## src/rtl/mem_arb.sv

```systemverilog
// mem_arb: multi-cycle arbiter between three core bus masters and one slave port.
//
// Masters: m0 = EX load/store, m1 = PC fetch (read only), m2 = JTAG debug.
// Priority is m2 > m0 > m1. After STARVE_MAX consecutive lost arbitrations,
// a waiting fetch (m1) wins the next decision outright, including over m2.
//
// Handshake: a master raises mX_req_i and holds it, with stable address and
// data, until mX_ack_o. The arbiter latches the winner's address, we and
// wdata, then holds s_req_o high with those values until the slave pulses
// s_ack_i for one cycle. That same cycle the winner sees mX_ack_o=1 and
// mX_rdata_o=s_rdata_i, combinationally. Every rdata output is 0 while its
// ack is 0. One IDLE cycle always separates two transactions. A request
// still high in the cycle after its ack counts as a new request.
//
// Ports:
//   clk, rst        clock; asynchronous active-high reset
//   m0_*            EX port: req/we/addr/wdata in; rdata/ack out
//   m1_*            fetch port: req/addr in; rdata/ack out
//   m2_*            JTAG port: req/we/addr/wdata in; rdata/ack out
//   s_*             slave port: req/we/addr/wdata out; rdata/ack in
//   err_o           watchdog expiry pulse (only with MEM_ARB_TIMEOUT_EN)
//   hold_flag_o     pipeline stall while an m0 or m1 access is pending
//
// Build option MEM_ARB_TIMEOUT_EN: a BUSY cycle counter. When it reaches
// TIMEOUT without s_ack_i, the arbiter force-acks the granted master with
// rdata 0, pulses err_o, drops s_req_o and returns to IDLE.
module mem_arb #(
  parameter int ADDR_W     = 32,
  parameter int DATA_W     = 32,
  parameter int STARVE_MAX = 4,
  parameter int TIMEOUT    = 64
) (
  input  logic              clk,
  input  logic              rst,
  input  logic              m0_req_i,
  input  logic              m0_we_i,
  input  logic [ADDR_W-1:0] m0_addr_i,
  input  logic [DATA_W-1:0] m0_wdata_i,
  output logic [DATA_W-1:0] m0_rdata_o,
  output logic              m0_ack_o,
  input  logic              m1_req_i,
  input  logic [ADDR_W-1:0] m1_addr_i,
  output logic [DATA_W-1:0] m1_rdata_o,
  output logic              m1_ack_o,
  input  logic              m2_req_i,
  input  logic              m2_we_i,
  input  logic [ADDR_W-1:0] m2_addr_i,
  input  logic [DATA_W-1:0] m2_wdata_i,
  output logic [DATA_W-1:0] m2_rdata_o,
  output logic              m2_ack_o,
  output logic              s_req_o,
  output logic              s_we_o,
  output logic [ADDR_W-1:0] s_addr_o,
  output logic [DATA_W-1:0] s_wdata_o,
  input  logic [DATA_W-1:0] s_rdata_i,
  input  logic              s_ack_i,
`ifdef MEM_ARB_TIMEOUT_EN
  output logic              err_o,
`endif
  output logic              hold_flag_o
);

  typedef enum logic {IDLE, BUSY} state_t;
  typedef enum logic [1:0] {G_NONE, G_M0, G_M1, G_M2} grant_t;

  localparam logic [3:0] STARVE_LIM = 4'(STARVE_MAX);

  // State is kept in named registers so checkers can bind to state_q/grant_q.
  state_t              state_q, state_d;
  grant_t              grant_q, grant_d;
  grant_t              win;
  logic [3:0]          starve_q, starve_d;
  logic [ADDR_W-1:0]   addr_q, addr_d;
  logic                we_q, we_d;
  logic [DATA_W-1:0]   wdata_q, wdata_d;
  logic                busy;
  logic                slave_done;  // real slave completion this cycle
  logic                done_any;    // any completion (slave or watchdog)

`ifdef MEM_ARB_TIMEOUT_EN
  localparam int TMO_W = $clog2(TIMEOUT + 1);
  localparam logic [TMO_W-1:0] TMO_LIM = TMO_W'(TIMEOUT);
  logic [TMO_W-1:0]    tmo_q, tmo_d;
  logic                forced;
`endif

  assign busy = (state_q == BUSY);

  // Winner of the current IDLE decision. The starvation boost is checked
  // first so it can override the JTAG port as well.
  always_comb begin
    win = G_NONE;
    if (m1_req_i && (starve_q == STARVE_LIM)) win = G_M1;
    else if (m2_req_i)                        win = G_M2;
    else if (m0_req_i)                        win = G_M0;
    else if (m1_req_i)                        win = G_M1;
  end

  always_comb begin
    state_d    = state_q;
    grant_d    = grant_q;
    starve_d   = starve_q;
    addr_d     = addr_q;
    we_d       = we_q;
    wdata_d    = wdata_q;
    s_req_o    = 1'b0;
    slave_done = 1'b0;
`ifdef MEM_ARB_TIMEOUT_EN
    tmo_d      = tmo_q;
    forced     = 1'b0;
`endif
    case (state_q)
      IDLE: begin
`ifdef MEM_ARB_TIMEOUT_EN
        tmo_d = '0;
`endif
        // Saturating count of fetch losses; cleared on a fetch win or no fetch.
        if (m1_req_i && (win != G_M1))
          starve_d = (starve_q == STARVE_LIM) ? starve_q : starve_q + 4'd1;
        else
          starve_d = 4'd0;
        if (win != G_NONE) begin
          state_d = BUSY;
          grant_d = win;
          case (win)
            G_M0: begin addr_d = m0_addr_i; we_d = m0_we_i; wdata_d = m0_wdata_i; end
            G_M1: begin addr_d = m1_addr_i; we_d = 1'b0;    wdata_d = '0;         end
            G_M2: begin addr_d = m2_addr_i; we_d = m2_we_i; wdata_d = m2_wdata_i; end
            default: ;
          endcase
        end
      end
      BUSY: begin
        s_req_o = 1'b1;
`ifdef MEM_ARB_TIMEOUT_EN
        if (tmo_q == TMO_LIM) begin
          // Watchdog expiry: slave request is withdrawn, any late ack ignored.
          s_req_o = 1'b0;
          forced  = 1'b1;
          state_d = IDLE;
          grant_d = G_NONE;
        end else begin
          tmo_d = tmo_q + 1'b1;
          if (s_ack_i) begin
            slave_done = 1'b1;
            state_d    = IDLE;
            grant_d    = G_NONE;
          end
        end
`else
        if (s_ack_i) begin
          slave_done = 1'b1;
          state_d    = IDLE;
          grant_d    = G_NONE;
        end
`endif
      end
      default: state_d = IDLE;
    endcase
  end

  always_ff @(posedge clk or posedge rst) begin
    if (rst) begin
      state_q  <= IDLE;
      grant_q  <= G_NONE;
      starve_q <= 4'd0;
      addr_q   <= '0;
      we_q     <= 1'b0;
      wdata_q  <= '0;
`ifdef MEM_ARB_TIMEOUT_EN
      tmo_q    <= '0;
`endif
    end else begin
      state_q  <= state_d;
      grant_q  <= grant_d;
      starve_q <= starve_d;
      addr_q   <= addr_d;
      we_q     <= we_d;
      wdata_q  <= wdata_d;
`ifdef MEM_ARB_TIMEOUT_EN
      tmo_q    <= tmo_d;
`endif
    end
  end

`ifdef MEM_ARB_TIMEOUT_EN
  assign done_any = slave_done | forced;
  assign err_o    = forced;
`else
  assign done_any = slave_done;
`endif

  // Slave side is driven only while BUSY so it reads 0 between transactions.
  assign s_we_o    = busy & we_q;
  assign s_addr_o  = busy ? addr_q  : '0;
  assign s_wdata_o = busy ? wdata_q : '0;

  assign m0_ack_o = done_any & (grant_q == G_M0);
  assign m1_ack_o = done_any & (grant_q == G_M1);
  assign m2_ack_o = done_any & (grant_q == G_M2);

  // Read data is passed through only on a real slave completion.
  assign m0_rdata_o = (slave_done && grant_q == G_M0) ? s_rdata_i : '0;
  assign m1_rdata_o = (slave_done && grant_q == G_M1) ? s_rdata_i : '0;
  assign m2_rdata_o = (slave_done && grant_q == G_M2) ? s_rdata_i : '0;

  // JTAG never stalls the pipeline.
  assign hold_flag_o = (m0_req_i & ~m0_ack_o) | (m1_req_i & ~m1_ack_o);

endmodule

```

## config.mk

```make
export PLATFORM = sky130hd
export DESIGN_NAME = mem_arb
export DESIGN_NICKNAME = d
export VERILOG_FILES = /design/src/rtl/mem_arb.sv
export SDC_FILE = /design/constraint.sdc
export NUM_CORES = 1
export LEC_CHECK = 0
export CAP_MARGIN = 15
export CORE_MARGIN = 4
export CORE_UTILIZATION = 25
export DETAILED_ROUTE_END_ITERATION = 7
export PLACE_DENSITY = 0.59
export SYNTH_ARGS = -nofsm -noshare
export SYNTH_HDL_FRONTEND = slang
export SYNTH_SLANG_ARGS = --single-unit
```

## constraint.sdc

```tcl
create_clock -name clk -period 3.45 [get_ports clk]
set_input_delay 0.69 -clock clk [delete_from_list [all_inputs] [get_ports clk]]
set_output_delay 0.69 -clock clk [all_outputs]
set_load 0.01 [all_outputs]
```

==> impl_metrics.env <==
export IMPL_outcome="complete, no violations"
export IMPL_htree_levels=3
export IMPL_finalCritPeriodShare_pct=90.8
export IMPL_ys_types=37
export IMPL_maxCapViolations=0
export IMPL_setup_viol=0
export IMPL_grt_pass1_vias=6112
export IMPL_stdcell_count=1215
export IMPL_numPlacedInstances=1200
export IMPL_io_pins=366
export IMPL_async_reset_ff_share_pct=100
export IMPL_worst_ep_arrival_time_ps=2440
export IMPL_tritoncts="built"
export IMPL_rrSetupSlack_ps=1170
export IMPL_final_common_cell="clkdlybuf4s50_1"
export IMPL_hp_class="flop to flop"
export IMPL_finish_net_count=1133
export IMPL_clockBufferDepth=2
export IMPL_cp_end_kind="output port"
export IMPL_syn2layout_area_growth_pct=72.6
export IMPL_cts_sinks=72
export IMPL_synth_area_um2=5690
export IMPL_die_h_um=159
export IMPL_core_um2=22100
export IMPL_drc=0
export IMPL_insertion_delay_ps=340
export IMPL_postLayoutCoreUtil_pct=44.4
export IMPL_syn_nets=815
export IMPL_relSlewSlack_pct=31.3
export IMPL_crit_type="input port to output port"
export IMPL_fin_tns_setup_ps=0
export IMPL_routed_wirelength_um=24000
export IMPL_power_leakage_nw=3.84
export IMPL_viasPerCell=4.94
export IMPL_fin_skew_ps=7.82
export IMPL_vias=5997
export IMPL_hold_buffers=0
export IMPL_ys_seq_area_share_pct=31.7
export IMPL_synth_seq_cells=72
export IMPL_drtPass1Iterations=4
export IMPL_antenna_found_initial=0
export IMPL_fmax_ghz=0.319
export IMPL_final_cell_mix="clkdlybuf4s50_1, and2_1, dfrtp_1, and4_1, inv_1"
export IMPL_synth_top_flop_cell="dfrtp_1"
export IMPL_power_mw=3.45
export IMPL_max_slew_worst_pin_slew_ps=1030
export IMPL_worstPathMaxFanout=16
export IMPL_post_cts_setup_buffer_count=0
export IMPL_synth_edff_count=0
export IMPL_startpoint_type="input port"
export IMPL_antenna_cells=0
export IMPL_placementRows=54
export IMPL_cts_resized=0
export IMPL_synthCells=613
export IMPL_fin_crit_ps=3130
export IMPL_root_buffer="clkbuf_16"
export IMPL_die_width_um=159
export IMPL_overflow=0
export IMPL_required_ps=2760
export IMPL_antenna_left=0
export IMPL_drt_initial_drc_count=280
export IMPL_wire_per_inst_um=19.7
export IMPL_grt_max_degree=105
export IMPL_ir_drop_v=0.000202
export IMPL_start_util_pct=25.7
export IMPL_syn_area_per_cell_um2=9.27
export IMPL_rsz0062_at_grt="false"
export IMPL_grtUsageTotal_pct=18.2
export IMPL_ys_warn_count=0
export IMPL_layout_drive_gt1_share_pct=11.2
export IMPL_portBuffers=365
export IMPL_clk_pin_slew_ps=60
export IMPL_post_dp_hpwl_um=17100
export IMPL_grt_pass1_wl_um=36900
export IMPL_p_per_area_nw_per_um2=351
export IMPL_maxSlewViolCount=0
export IMPL_hold_viol=0
export IMPL_die_area_um2=25200
export IMPL_numCtsBuffers=9
export IMPL_gp_congestion=0.821
sequential cells by signal, summed over array words and instances (netlist names):
register,count
we_q,1
addr_q,32
grant_q,2
wdata_q,32
busy,1
starve_q,4
layout make-up:
type                    instances  area (um2)
flip-flops and latches         72        1810
repair buffers                382        3830
fillers                      2202       12300
multi-input cells             426        3380
well taps                     280         350
clock buffers                  10         239
clock inverters                 5        57.6
inverters                      40         151
logic make-up (layout without fill, tap and decap cells):
logic type               after synthesis  count (layout)  synth area share [%]
adder cells (fa/ha/maj)                2               2                 0.440
flip-flops                            72              72                  31.7
AND/OR/NAND/NOR                      282             282                  33.7
multiplexers                          33              33                  6.54
AO/OA/AOI/OAI                        109             109                  18.5
buffers and inverters                115             437                  9.18
critical path, stage by stage:
cell and delay (ps):
clkdlybuf4s50_1 520, nand3_1 120, nor2_1 150, buf_4 210, and2_1 180, clkdlybuf4s50_1 570
synthesized netlist by cell type (2+ instances only):
cell	instances	share of area, %
a22o_1	2	0.31
or3_1	4	0.44
inv_1	39	2.6
buf_6	8	1.6
nand3_1	3	0.26
nor3_1	2	0.18
ha_1	2	0.44
o21ai_0	2	0.18
nand2_1	2	0.13
a311oi_2	30	7.9
buf_2	15	1.3
buf_4	3	0.40
a221o_1	33	5.8
mux2_2	33	6.5
nor2b_1	2	0.22
and2_1	161	18
dfrtp_1	72	32
and4_1	66	10
nor4_1	32	3.5
a21oi_1	33	2.9
a311oi_1	2	0.31
nor2_1	5	0.33
clkbuf_1	48	3.2
routing by layer:
metal  global-route usage [%]  routed length (um)  vias up
met4                     4.93                 476        0
met5                        0                   0        -
li1                         -                   -     2900
met3                     5.29                1720       34
met1                     23.2               10400     2850
met2                     30.2               11400      213
through the flow:
stage | setup slack, ps | hold WS, ps | area, um2
2_1_floorplan | 935 | 471 | 5690
5_1_grt | 212 | 514 | 9810
3_3_place_gp | 313 | 486 | 9520
3_5_place_dp | 313 | 492 | 9520
4_1_cts | 308 | 507 | 9810
6_report | 317 | 501 | 9810
worst paths after layout:
| check | end | from | cells past startpoint |
|---|---|---|---|
| max | m2_rdata_o[19] | s_ack_i | 6 |
| min | wdata_q[7] | wdata_q[7] | 1 |
| max reg2reg | wdata_q[27] | busy | 5 |
| min reg2reg | wdata_q[7] | wdata_q[7] | 1 |
| max in group asynchronous | wdata_q[3] | rst | 3 |
| min in group asynchronous | addr_q[22] | rst | 2 |
power breakdown:
| part | switching [mW] | internal, mW |
|---|---|---|
| Clock | 0.388 | 0.576 |
| Sequential | 0.0907 | 1.01 |
| Combinational | 0.573 | 0.808 |
| Total | 1.05 | 2.39 |
Note: power is estimated with default switching activity, not from simulation.
